==> config.mk <==
export PLATFORM = sky130hd
export DESIGN_NAME = multicycle_control_fsm
export DESIGN_NICKNAME = d
export VERILOG_FILES = /design/src/rtl/multicycle_control_fsm_pkg.sv /design/src/rtl/multicycle_control_fsm_op_classify.sv /design/src/rtl/multicycle_control_fsm.sv
export SDC_FILE = /design/constraint.sdc
export NUM_CORES = 1
export LEC_CHECK = 0
export CAP_MARGIN = 20
export CORE_ASPECT_RATIO = 1.75
export CORE_MARGIN = 8
export CORE_UTILIZATION = 49
export CTS_CLUSTER_DIAMETER = 40
export DETAILED_ROUTE_END_ITERATION = 8
export PLACE_DENSITY_LB_ADDON = 0.3
export SLEW_MARGIN = 10
export SYNTH_ARGS = -nofsm -noshare
export SYNTH_HDL_FRONTEND = slang
export SYNTH_SLANG_ARGS = --single-unit
==> constraint.sdc <==
create_clock -name clk -period 4.1 [get_ports clk]
set_input_delay 0.41 -clock clk [delete_from_list [all_inputs] [get_ports clk]]
set_output_delay 0.41 -clock clk [all_outputs]
set_load 0.02 [all_outputs]
==> src/rtl/multicycle_control_fsm_pkg.sv <==
// Shared encodings for the multicycle MIPS control unit.
// Holds opcodes, functs, state codes, datapath mux selects and trap causes.
package multicycle_control_fsm_pkg;

    typedef enum logic [2:0] {
        ST_IDLE   = 3'd0,
        ST_FETCH  = 3'd1,
        ST_DECODE = 3'd2,
        ST_EXEC   = 3'd3,
        ST_MEM    = 3'd4,
        ST_WB     = 3'd5,
        ST_TRAP   = 3'd6
    } state_e;

    typedef enum logic [3:0] {
        CL_ADD, CL_ADDU, CL_SLT, CL_JR, CL_ADDI, CL_ADDIU,
        CL_BEQ, CL_BNE, CL_LW, CL_SW, CL_J, CL_JAL
    } class_e;

    localparam logic [5:0] OP_RTYPE = 6'b000000;
    localparam logic [5:0] OP_ADDI  = 6'b001000;
    localparam logic [5:0] OP_ADDIU = 6'b001001;
    localparam logic [5:0] OP_BEQ   = 6'b000100;
    localparam logic [5:0] OP_BNE   = 6'b000101;
    localparam logic [5:0] OP_LW    = 6'b100011;
    localparam logic [5:0] OP_SW    = 6'b101011;
    localparam logic [5:0] OP_J     = 6'b000010;
    localparam logic [5:0] OP_JAL   = 6'b000011;

    localparam logic [5:0] FN_ADD  = 6'b100000;
    localparam logic [5:0] FN_ADDU = 6'b100001;
    localparam logic [5:0] FN_SLT  = 6'b101010;
    localparam logic [5:0] FN_JR   = 6'b001000;

    localparam logic [2:0] ALU_ADD  = 3'd0;
    localparam logic [2:0] ALU_ADDU = 3'd1;
    localparam logic [2:0] ALU_SUB  = 3'd2;
    localparam logic [2:0] ALU_SLT  = 3'd3;

    localparam logic [1:0] PC_SRC_PC4  = 2'd0;
    localparam logic [1:0] PC_SRC_BR   = 2'd1;
    localparam logic [1:0] PC_SRC_JUMP = 2'd2;
    localparam logic [1:0] PC_SRC_RS   = 2'd3;

    localparam logic [1:0] REG_DST_RT = 2'd0;
    localparam logic [1:0] REG_DST_RD = 2'd1;
    localparam logic [1:0] REG_DST_RA = 2'd2;

    localparam logic [1:0] M2R_ALU = 2'd0;
    localparam logic [1:0] M2R_MEM = 2'd1;
    localparam logic [1:0] M2R_PC  = 2'd2;

    localparam logic [1:0] ALUB_RT  = 2'd0;
    localparam logic [1:0] ALUB_4   = 2'd1;
    localparam logic [1:0] ALUB_IMM = 2'd2;
    localparam logic [1:0] ALUB_BR  = 2'd3;

    localparam logic [1:0] CAUSE_NONE    = 2'd0;
    localparam logic [1:0] CAUSE_ILLEGAL = 2'd1;
    localparam logic [1:0] CAUSE_BUS     = 2'd2;

endpackage

==> src/rtl/multicycle_control_fsm_op_classify.sv <==
// Combinational instruction classifier: opcode/funct -> class plus illegal flag.
// Zero latency; jal is rejected when SUPPORT_JAL is 0.
module mips_op_classify
    import multicycle_control_fsm_pkg::*;
#(
    parameter bit SUPPORT_JAL = 1'b1
) (
    input  logic [31:0] i_instr,
    output logic [3:0]  o_cls,
    output logic        o_illegal
);

    logic [5:0] w_op;
    logic [5:0] w_fn;
    class_e     w_cls;
    logic       w_illegal;

    assign w_op = i_instr[31:26];
    assign w_fn = i_instr[5:0];

    always_comb begin
        w_cls     = CL_ADD;
        w_illegal = 1'b1;
        case (w_op)
            OP_RTYPE: begin
                case (w_fn)
                    FN_ADD:  begin w_cls = CL_ADD;  w_illegal = 1'b0; end
                    FN_ADDU: begin w_cls = CL_ADDU; w_illegal = 1'b0; end
                    FN_SLT:  begin w_cls = CL_SLT;  w_illegal = 1'b0; end
                    FN_JR:   begin w_cls = CL_JR;   w_illegal = 1'b0; end
                    default: ;
                endcase
            end
            OP_ADDI:  begin w_cls = CL_ADDI;  w_illegal = 1'b0; end
            OP_ADDIU: begin w_cls = CL_ADDIU; w_illegal = 1'b0; end
            OP_BEQ:   begin w_cls = CL_BEQ;   w_illegal = 1'b0; end
            OP_BNE:   begin w_cls = CL_BNE;   w_illegal = 1'b0; end
            OP_LW:    begin w_cls = CL_LW;    w_illegal = 1'b0; end
            OP_SW:    begin w_cls = CL_SW;    w_illegal = 1'b0; end
            OP_J:     begin w_cls = CL_J;     w_illegal = 1'b0; end
            OP_JAL: begin
                w_cls     = CL_JAL;
                w_illegal = !SUPPORT_JAL;
            end
            default: ;
        endcase
    end

    assign o_cls     = w_cls;
    assign o_illegal = w_illegal;

endmodule

==> src/rtl/multicycle_control_fsm.sv <==
// Multicycle MIPS control: FETCH/DECODE/EXEC/MEM/WB sequencing, memory wait with timeout trap.
// Memory ops stall on mem_ready; a sticky trap holds all controls low until reset.
module multicycle_control_fsm
    import multicycle_control_fsm_pkg::*;
#(
    parameter int MEM_TIMEOUT = 15,
    parameter int CNT_W       = 32,
    parameter bit SUPPORT_JAL = 1'b1
) (
    input  logic             clk,
    input  logic             rst_n,
    input  logic [31:0]      instr,
    input  logic             mem_ready,
    output logic             ir_load,
    output logic             pc_write,
    output logic [1:0]       pc_src,
    output logic             mem_req,
    output logic             mem_we,
    output logic             iord,
    output logic             reg_we,
    output logic [1:0]       reg_dst,
    output logic [1:0]       mem_to_reg,
    output logic             alu_src_a,
    output logic [1:0]       alu_src_b,
    output logic             ext_signed,
    output logic [2:0]       alu_op,
    output logic             branch,
    output logic             inv_zero,
    output logic             trap,
    output logic [1:0]       trap_cause,
    output logic [CNT_W-1:0] retired,
    output logic [2:0]       state
);

    localparam int WAIT_W = (MEM_TIMEOUT < 2) ? 1 : $clog2(MEM_TIMEOUT + 1);
    localparam logic [WAIT_W-1:0] WAIT_LAST = WAIT_W'(MEM_TIMEOUT - 1);

    state_e            r_state;
    logic [WAIT_W-1:0] r_wait;
    logic [CNT_W-1:0]  r_retired;
    logic              r_trap;
    logic [1:0]        r_cause;

    state_e     w_next;
    logic [1:0] w_cause;
    logic       w_wait_inc;
    logic       w_retire;
    logic [3:0] w_cls_raw;
    class_e     w_cls;
    logic       w_illegal;
    logic       w_rtype;

    mips_op_classify #(.SUPPORT_JAL(SUPPORT_JAL)) u_classify (
        .i_instr   (instr),
        .o_cls     (w_cls_raw),
        .o_illegal (w_illegal)
    );

    assign w_cls   = class_e'(w_cls_raw);
    assign w_rtype = (w_cls == CL_ADD) || (w_cls == CL_ADDU) || (w_cls == CL_SLT);

    always_ff @(posedge clk) begin
        if (!rst_n) begin
            r_state   <= ST_IDLE;
            r_wait    <= '0;
            r_retired <= '0;
            r_trap    <= 1'b0;
            r_cause   <= CAUSE_NONE;
        end else begin
            r_state <= w_next;
            if (w_next != r_state) begin
                r_wait <= '0;
            end else if (w_wait_inc) begin
                r_wait <= r_wait + WAIT_W'(1);
            end
            if (w_retire) begin
                r_retired <= r_retired + CNT_W'(1);
            end
            if ((w_next == ST_TRAP) && (r_state != ST_TRAP)) begin
                r_trap  <= 1'b1;
                r_cause <= w_cause;
            end
        end
    end

    always_comb begin
        w_next     = r_state;
        w_cause    = CAUSE_NONE;
        w_wait_inc = 1'b0;
        ir_load    = 1'b0;
        pc_write   = 1'b0;
        pc_src     = PC_SRC_PC4;
        mem_req    = 1'b0;
        mem_we     = 1'b0;
        iord       = 1'b0;
        reg_we     = 1'b0;
        reg_dst    = REG_DST_RT;
        mem_to_reg = M2R_ALU;
        alu_src_a  = 1'b0;
        alu_src_b  = ALUB_RT;
        ext_signed = 1'b0;
        alu_op     = ALU_ADD;
        branch     = 1'b0;
        inv_zero   = 1'b0;
        case (r_state)
            ST_IDLE: w_next = ST_FETCH;
            ST_FETCH: begin
                mem_req = 1'b1;
                if (mem_ready) begin
                    ir_load   = 1'b1;
                    pc_write  = 1'b1;
                    alu_src_b = ALUB_4;
                    w_next    = ST_DECODE;
                end else if (r_wait == WAIT_LAST) begin
                    w_next  = ST_TRAP;
                    w_cause = CAUSE_BUS;
                end else begin
                    w_wait_inc = 1'b1;
                end
            end
            ST_DECODE: begin
                // Branch target is precomputed here while the opcode resolves.
                alu_src_b = ALUB_BR;
                if (w_illegal) begin
                    w_next  = ST_TRAP;
                    w_cause = CAUSE_ILLEGAL;
                end else begin
                    case (w_cls)
                        CL_J: begin
                            pc_write = 1'b1;
                            pc_src   = PC_SRC_JUMP;
                            w_next   = ST_FETCH;
                        end
                        CL_JAL: begin
                            pc_write   = 1'b1;
                            pc_src     = PC_SRC_JUMP;
                            reg_we     = 1'b1;
                            reg_dst    = REG_DST_RA;
                            mem_to_reg = M2R_PC;
                            w_next     = ST_FETCH;
                        end
                        CL_JR: begin
                            pc_write = 1'b1;
                            pc_src   = PC_SRC_RS;
                            w_next   = ST_FETCH;
                        end
                        default: w_next = ST_EXEC;
                    endcase
                end
            end
            ST_EXEC: begin
                alu_src_a = 1'b1;
                case (w_cls)
                    CL_ADD:   begin alu_op = ALU_ADD;  w_next = ST_WB; end
                    CL_ADDU:  begin alu_op = ALU_ADDU; w_next = ST_WB; end
                    CL_SLT:   begin alu_op = ALU_SLT;  w_next = ST_WB; end
                    CL_ADDI, CL_ADDIU: begin
                        alu_src_b  = ALUB_IMM;
                        ext_signed = 1'b1;
                        alu_op     = (w_cls == CL_ADDI) ? ALU_ADD : ALU_ADDU;
                        w_next     = ST_WB;
                    end
                    CL_LW, CL_SW: begin
                        alu_src_b  = ALUB_IMM;
                        ext_signed = 1'b1;
                        alu_op     = ALU_ADDU;
                        w_next     = ST_MEM;
                    end
                    CL_BEQ, CL_BNE: begin
                        alu_op   = ALU_SUB;
                        branch   = 1'b1;
                        pc_src   = PC_SRC_BR;
                        inv_zero = (w_cls == CL_BNE);
                        w_next   = ST_FETCH;
                    end
                    default: begin
                        // Only reachable if the IR changed after DECODE.
                        w_next  = ST_TRAP;
                        w_cause = CAUSE_ILLEGAL;
                    end
                endcase
            end
            ST_MEM: begin
                mem_req = 1'b1;
                iord    = 1'b1;
                mem_we  = (w_cls == CL_SW);
                if (mem_ready) begin
                    w_next = (w_cls == CL_SW) ? ST_FETCH : ST_WB;
                end else if (r_wait == WAIT_LAST) begin
                    w_next  = ST_TRAP;
                    w_cause = CAUSE_BUS;
                end else begin
                    w_wait_inc = 1'b1;
                end
            end
            ST_WB: begin
                reg_we     = 1'b1;
                reg_dst    = w_rtype ? REG_DST_RD : REG_DST_RT;
                mem_to_reg = (w_cls == CL_LW) ? M2R_MEM : M2R_ALU;
                w_next     = ST_FETCH;
            end
            ST_TRAP: w_next = ST_TRAP;
            default: w_next = ST_IDLE;
        endcase
    end

    assign w_retire = (w_next == ST_FETCH) &&
                      ((r_state == ST_DECODE) || (r_state == ST_EXEC) ||
                       (r_state == ST_MEM) || (r_state == ST_WB));

    assign trap       = r_trap;
    assign trap_cause = r_cause;
    assign retired    = r_retired;
    assign state      = r_state;

endmodule

==> flow_summary_export.csv, run 1 <==
group,metric,value,unit
run_status,status,"completed",
floorplanning,die_area,8220,um^2
critical_path,cpMaxStageDelayCell,"clkdlybuf4s50_1",
sta,timing.setup.tns,0,ps
critical_path,path_buf_inv,3,
power,pwr-share-seq,45.3,%
synthesis,synth_area_leaders,"dfxtp_1 (31%), or3_1 (6.5%), a21oi_1 (6.1%), o21ai_0 (5.6%), nor2_1 (4.2%)",
sta,setup_viol,0,
worst_hold_path,hold_depth,2,
synthesis,yosys.area.top_type,"dfxtp_1",
placement,dpl_cell_area,3400,um^2
drt,viasPerCell,5.73,
finish,layout_common_cells,"clkdlybuf4s50_1 (72), dfxtp_1 (42), a21oi_1 (33)",
critical_path,cp.depth,8,
drt,vias,2762,
placement,place.gp.congestion,0.894,
sta,layout_min_cycle_time,3650,ps
critical_path,required,3690,ps
sta,setup_slack,454,ps
run,max-cap-violations,0,
clock_tree,ctsResizeCount,0,
synthesis,synth_top_flop_cell,"dfxtp_1",
sta,rsz0062_at_grt,"false",
power,p_clk_share,34.3,%
synthesis,synth_cells,341,
grt,grt_pass1_wl,12200,um
finish,layout_commonest_cell,"clkdlybuf4s50_1",
placement,io_buffers,72,
sta,slew_violations,0,
finish,syn_to_final_growth,30.5,%
critical_path,start_kind,"input port",
grt,gr-total-overflow,0,
drt,remaining_drc_errors,0,
critical_path,worst-path-max-fanout,7,
floorplanning,core_area,5450,um^2
power,p_leak,1.14,nW
sta,slew_headroom,30.2,%
synthesis,synth_area,2690,um^2
critical_path,setup.worst_path.end_class,"output pin",
critical_path,critical_path_class,"input port to output pin",
clock_tree,cts_made_buffers,5,
floorplanning,pin_count,94,
synthesis,synth_cell_types,63,
synthesis,ys_ff_latch,42,
drt,wl_per_cell,15.7,um
clock_tree,insertion_delay,290,ps
floorplanning,start_util,49.4,%
finish,diodes,0,
sta,worst_slew_pin_slew,1050,ps
grt,grt_max_degree,34,
floorplanning,die_w,72.1,um
power,swShare,28.9,%
critical_path,r2r_cells,8,
grt,track_usage,18.1,%
finish,drive_above_1_share,6.16,%
grt,grt_pass1_vias,2592,
clock_tree,htreeDepth,2,
worst_hold_path,worstHoldPathType,"register to register",
synthesis,async_reset_ff_share,0,%
critical_path,path_cells,"clkdlybuf4s50_1 -> nor4_2 -> nand2b_2 -> o32ai_4 -> inv_1 -> or3_1 -> a31oi_1 -> clkdlybuf4s50_1",
power,pwr-share-comb,20.4,%
clock_tree,clockRootBuffer,"clkbuf_8",
drt,ant_nets,0,
synthesis,ys_seq_area_share,31.2,%
synthesis,yosysWarnings,0,
power,vdd_drop_max,0.000299,V
placement,dp_slack,366,ps
power,powerDensity,270,nW/um^2
clock_tree,cts_buffer_depth,2,
drt,finalWirelength,7570,um
synthesis,syn_nets,380,
synthesis,postSynthAreaPerCell,7.90,um^2
critical_path,crit_top_cell,"clkdlybuf4s50_1",
sta,hold_viol,0,
clock_tree,cts_tree,"yes",
power,p_switching,274,uW
synthesis,synth-edff-count,0,
power,power,949,uW
floorplanning,die_y,114,um
clock_tree,cts.clk_slew.worst_paths,80,ps
drt,drtPass1Iterations,4,
placement,place_hpwl,5880,um
clock_tree,cts_hold_buf,0,
critical_path,crit_arrival,3240,ps
clock_tree,clock-sinks,42,
sta,min_period_over_period,88.9,%
synthesis,synth_top_area_share,31.2,%
finish,num-nets-final,444,
finish,final_area,3510,um^2
sta,finClkSkew,6.80,ps
clock_tree,post_cts_buffers,0,
grt,grt_antenna_before_repair,0,
drt,drtIter0Drc,132,
critical_path,path_delay_family,"buffers and inverters",
power,p_int,675,uW
sta,timing.fmax,274,MHz
floorplanning,rows,36,
critical_path,slowest_delay,640,ps
cell families (layout without fill, tap and decap cells):
group,count (synthesis),count (layout),synth area share [%]
xor gates and xnor gates,11,11,3.58
AOI/OAI and AO/OA,91,91,21.2
and+or+nand+nor,164,164,36.1
DFF,42,42,31.2
other,1,1,0.139
buffers and inverters,28,93,5.85
adders and majority gates,4,4,1.86
metal layers:
metal	track usage [%]	part of all wire [%]	wire, um
met1	17.3	38	2910
met2	34.1	53	3990
met3	4.30	5.2	390
met4	9.19	3.7	280
met5	0	0	0
synthesized netlist by cell type (6+ instances only):
master	instances
or3_1	28
a21oi_1	33
nor3_1	8
xor2_1	6
nand3_1	22
clkbuf_1	6
nor2_1	30
nand2_1	22
inv_1	12
dfxtp_1	42
o21ai_0	30
and3_1	9
power by group through the flow:
stage / clock network, mW / registers, mW / logic (mW)
CTS: 0.334 / 0.430 / 0.194
global placement: 0 / 0.438 / 0.190
floorplan: 0 / 0.442 / 0.120
finish: 0.325 / 0.430 / 0.193
detailed placement: 0 / 0.439 / 0.192
global route: 0.349 / 0.432 / 0.210
registers in the layout, summed over array words and instances (netlist names):
register	cells
retired	32
r_wait	4
state	3
trap_cause	2
trap	1
path summary, 6_finish.rpt:
check,end,startpoint,slack (ps)
hold reg to reg,trap,trap,470
setup / recovery,alu_op[0],instr[28],450
setup reg to reg,retired[7],state[1],1150
hold / removal,trap,trap,470
final cells by class:
type / instances / area (um^2)
Sequential cell: 42 / 841
Multi-Input combinational cell: 271 / 1700
Tap cell: 76 / 95.1
Clock inverter: 2 / 37.5
Timing Repair Buffer: 73 / 728
Fill cell: 455 / 1940
Inverter: 12 / 45.0
Clock buffer: 6 / 72.6
metrics by stage:
| stage | hold slack (ps) | utilization, % | instances |
|---|---|---|---|
| final | 472 | 64.5 | 482 |
| after global routing | 503 | 64.5 | 482 |
| after CTS | 481 | 64.5 | 482 |
| after detailed placement | 461 | 62.5 | 474 |
| after global placement | 454 | 62.5 | 474 |
| after floorplan | 500 | - | 341 |
worst reg2reg max path, cell delays in order, from the launching register on:
cell and delay, ps:
dfxtp_1 650, inv_1 210, nor3_1 210, buf_4 200
a21boi_0 240, a311o_1 450, nand3_2 320, or3_1 450
a21oi_1 140
Power figures use the tool's default switching activity.
==> inputs of run 2 (changes only) <==
--- a/config.mk
+++ b/config.mk
@@ -6,9 +6,9 @@
 export NUM_CORES = 1
 export LEC_CHECK = 0
 export CAP_MARGIN = 20
-export CORE_ASPECT_RATIO = 1.75
 export CORE_MARGIN = 8
 export CORE_UTILIZATION = 49
+export CTS_BUF_LIST = sky130_fd_sc_hd__clkbuf_4 sky130_fd_sc_hd__clkbuf_8 sky130_fd_sc_hd__clkbuf_16
 export CTS_CLUSTER_DIAMETER = 40
 export DETAILED_ROUTE_END_ITERATION = 8
 export PLACE_DENSITY_LB_ADDON = 0.3
==> run 2 against run 1 <==
Fmax barely moved. Sequential power barely moved. Non-clock buffer count unchanged. Sequential cell count unchanged. Die area shrank 1.1%. Final area decreased by 0.78%. Register-to-register slack improved by 80 ps. Cell count shrank 0.83%.
==> flow_summary_export.csv, run 2 (same netlist as run 1, synthesis figures left out) <==
group,metric,value,unit
run_status,status,"completed",
clock_tree,clockRootBuffer,"clkbuf_8",
power,p_switching,275,uW
floorplanning,rows,27,
critical_path,crit_arrival,3240,ps
finish,largest_register_ffs,32,
grt,gr-total-overflow,0,
worst_hold_path,min_from,"retired[29]",
critical_path,cp.depth,7,
finish,diodes,0,
drt,vias,2737,
finish,layout_commonest_cell,"clkdlybuf4s50_1",
sta,timing.fmax,274,MHz
drt,drtIter0Drc,139,
floorplanning,start_util,49.8,%
drt,viasPerCell,5.73,
critical_path,cpMaxStageDelayCell,"clkdlybuf4s50_1",
critical_path,path_delay_family,"buffers and inverters",
sta,slew_headroom,33.5,%
grt,track_usage,16.7,%
floorplanning,core_area,5410,um^2
sta,setup_viol,0,
sta,hold_viol,0,
floorplanning,die_y,90.1,um
drt,drtPass1Iterations,5,
clock_tree,cts.clk_slew.worst_paths,90,ps
power,p_clk_share,30.2,%
clock_tree,htreeDepth,2,
critical_path,worstSetupEndpoint,"alu_op[0]",
worst_hold_path,worstHoldPathType,"register to register",
grt,grt_pass1_vias,2564,
critical_path,slowest_delay,650,ps
critical_path,r2r_cells,8,
grt,grt_antenna_before_repair,0,
clock_tree,cts_hold_buf,0,
floorplanning,die_w,90.1,um
clock_tree,clock-sinks,42,
drt,remaining_drc_errors,0,
critical_path,worst-path-max-fanout,8,
critical_path,path_cells,"clkdlybuf4s50_1 -> or3_4 -> o32ai_4 -> inv_1 -> or3_1 -> a31oi_1 -> clkdlybuf4s50_1",
drt,wl_per_cell,14.7,um
clock_tree,insertion_delay,300,ps
sta,min_period_over_period,89.0,%
grt,grt_pass1_wl,11700,um
sta,slew_violations,0,
critical_path,setup.worst_path.end_class,"output pin",
power,p_int,613,uW
floorplanning,pin_count,94,
grt,grt_max_degree,34,
finish,layout_common_cells,"clkdlybuf4s50_1 (72), dfxtp_1 (42), a21oi_1 (33)",
finish,num-nets-final,444,
clock_tree,post_cts_buffers,0,
clock_tree,cts_made_buffers,5,
power,vdd_drop_max,0.000163,V
sta,whs,504,ps
finish,fill_cells,502,
critical_path,rr_startpoint,"state[1]",
sta,rsz0062_at_grt,"false",
power,p_leak,1.14,nW
critical_path,reg2reg_slack,1230,ps
drt,ant_nets,0,
critical_path,critical_path_class,"input port to output pin",
critical_path,r2r_end,"retired[10]",
critical_path,crit_top_cell,"clkdlybuf4s50_1",
power,swShare,30.9,%
clock_tree,cts_tree,"yes",
sta,worst_slew_pin_slew,997,ps
drt,finalWirelength,7030,um
finish,syn_to_final_growth,29.4,%
floorplanning,die_area,8130,um^2
run,max-cap-violations,0,
critical_path,path_buf_inv,3,
critical_path,start_kind,"input port",
finish,drive_above_1_share,6.40,%
clock_tree,ctsResizeCount,0,
power,pwr-share-seq,48.4,%
placement,place.gp.congestion,0.892,
clock_tree,cts_buffer_depth,2,
sta,timing.setup.tns,0,ps
sta,finClkSkew,11.8,ps
placement,place_hpwl,5330,um
critical_path,required,3690,ps
critical_path,crit_start,"instr[29]",
sta,layout_min_cycle_time,3650,ps
power,powerDensity,255,nW/um^2
worst_hold_path,hold_depth,2,
placement,io_buffers,72,
power,pwr-share-comb,21.5,%
==> run 2: cell types whose count changed in the layout (fill, tap and decap cells not counted) <==
cell	previous run	this run
clkinvlp_4	1	0
inv_6	0	1
clkbuf_1	1	0
clkinv_2	0	2
bufinv_16	1	0
==> run 2: tightest hold or removal path, cell delays in order, from the launching register on <==
cell and delay, ps:
dfxtp_1 340, o21ai_0 70, a21oi_1 60
==> run 2: cell type report <==
class | instances | area, um^2 | area share, %
timing repair buffer | 73 | 728 | 20.9
clock buffer | 5 | 68.8 | 1.97
tap | 72 | 90.1 | 2.58
multi-input combinational | 271 | 1700 | 48.6
sequential | 42 | 841 | 24.1
clock inverter | 3 | 18.8 | 0.538
inverter | 12 | 45.0 | 1.29
==> run 2: power by group through the flow <==
stage	clock network [mW]	logic, mW	registers (mW)
floorplan	0	0.120	0.442
global placement	0	0.187	0.439
detailed placement	0	0.190	0.439
CTS	0.275	0.191	0.430
global route	0.296	0.208	0.431
finish	0.268	0.191	0.429
==> run 2: routing by layer <==
layer / GRT usage, % / vias to the layer above / part of all wire [%]
met3: 4.66 / 10 / 6.2
met1: 20.3 / 1275 / 46
li1: - / 1382 / -
met2: 28.0 / 70 / 47
met4: 4.44 / 0 / 1.2
met5: 0 / - / 0
==> run 2: worst min path at each step <==
stage	to	slack, ps
finish	retired[29]	500
floorplan	r_wait[3]	500
detailed placement	retired[29]	500
global placement	retired[23]	480
CTS	retired[29]	510
global route	retired[23]	540
==> run 2: per-stage QoR <==
step	std cells	area, um^2	util [%]	worst slack, ps	power (mW)
final	478	3490	64.5	451	0.888
after global routing	478	3490	64.5	241	0.935
after CTS	478	3490	64.5	461	0.895
after global placement	470	3400	62.9	483	0.625
after detailed placement	470	3400	62.9	409	0.629
after floorplan	341	2690	-	1270	0.562
==> inputs of run 3 (changes only) <==
--- a/config.mk
+++ b/config.mk
@@ -12,7 +12,6 @@
 export CTS_CLUSTER_DIAMETER = 40
 export DETAILED_ROUTE_END_ITERATION = 8
 export PLACE_DENSITY_LB_ADDON = 0.3
-export SLEW_MARGIN = 10
 export SYNTH_ARGS = -nofsm -noshare
 export SYNTH_HDL_FRONTEND = slang
 export SYNTH_SLANG_ARGS = --single-unit
==> results of run 3 <==
Same layout as run 2: the final DEF is identical, and so are final timing and power.
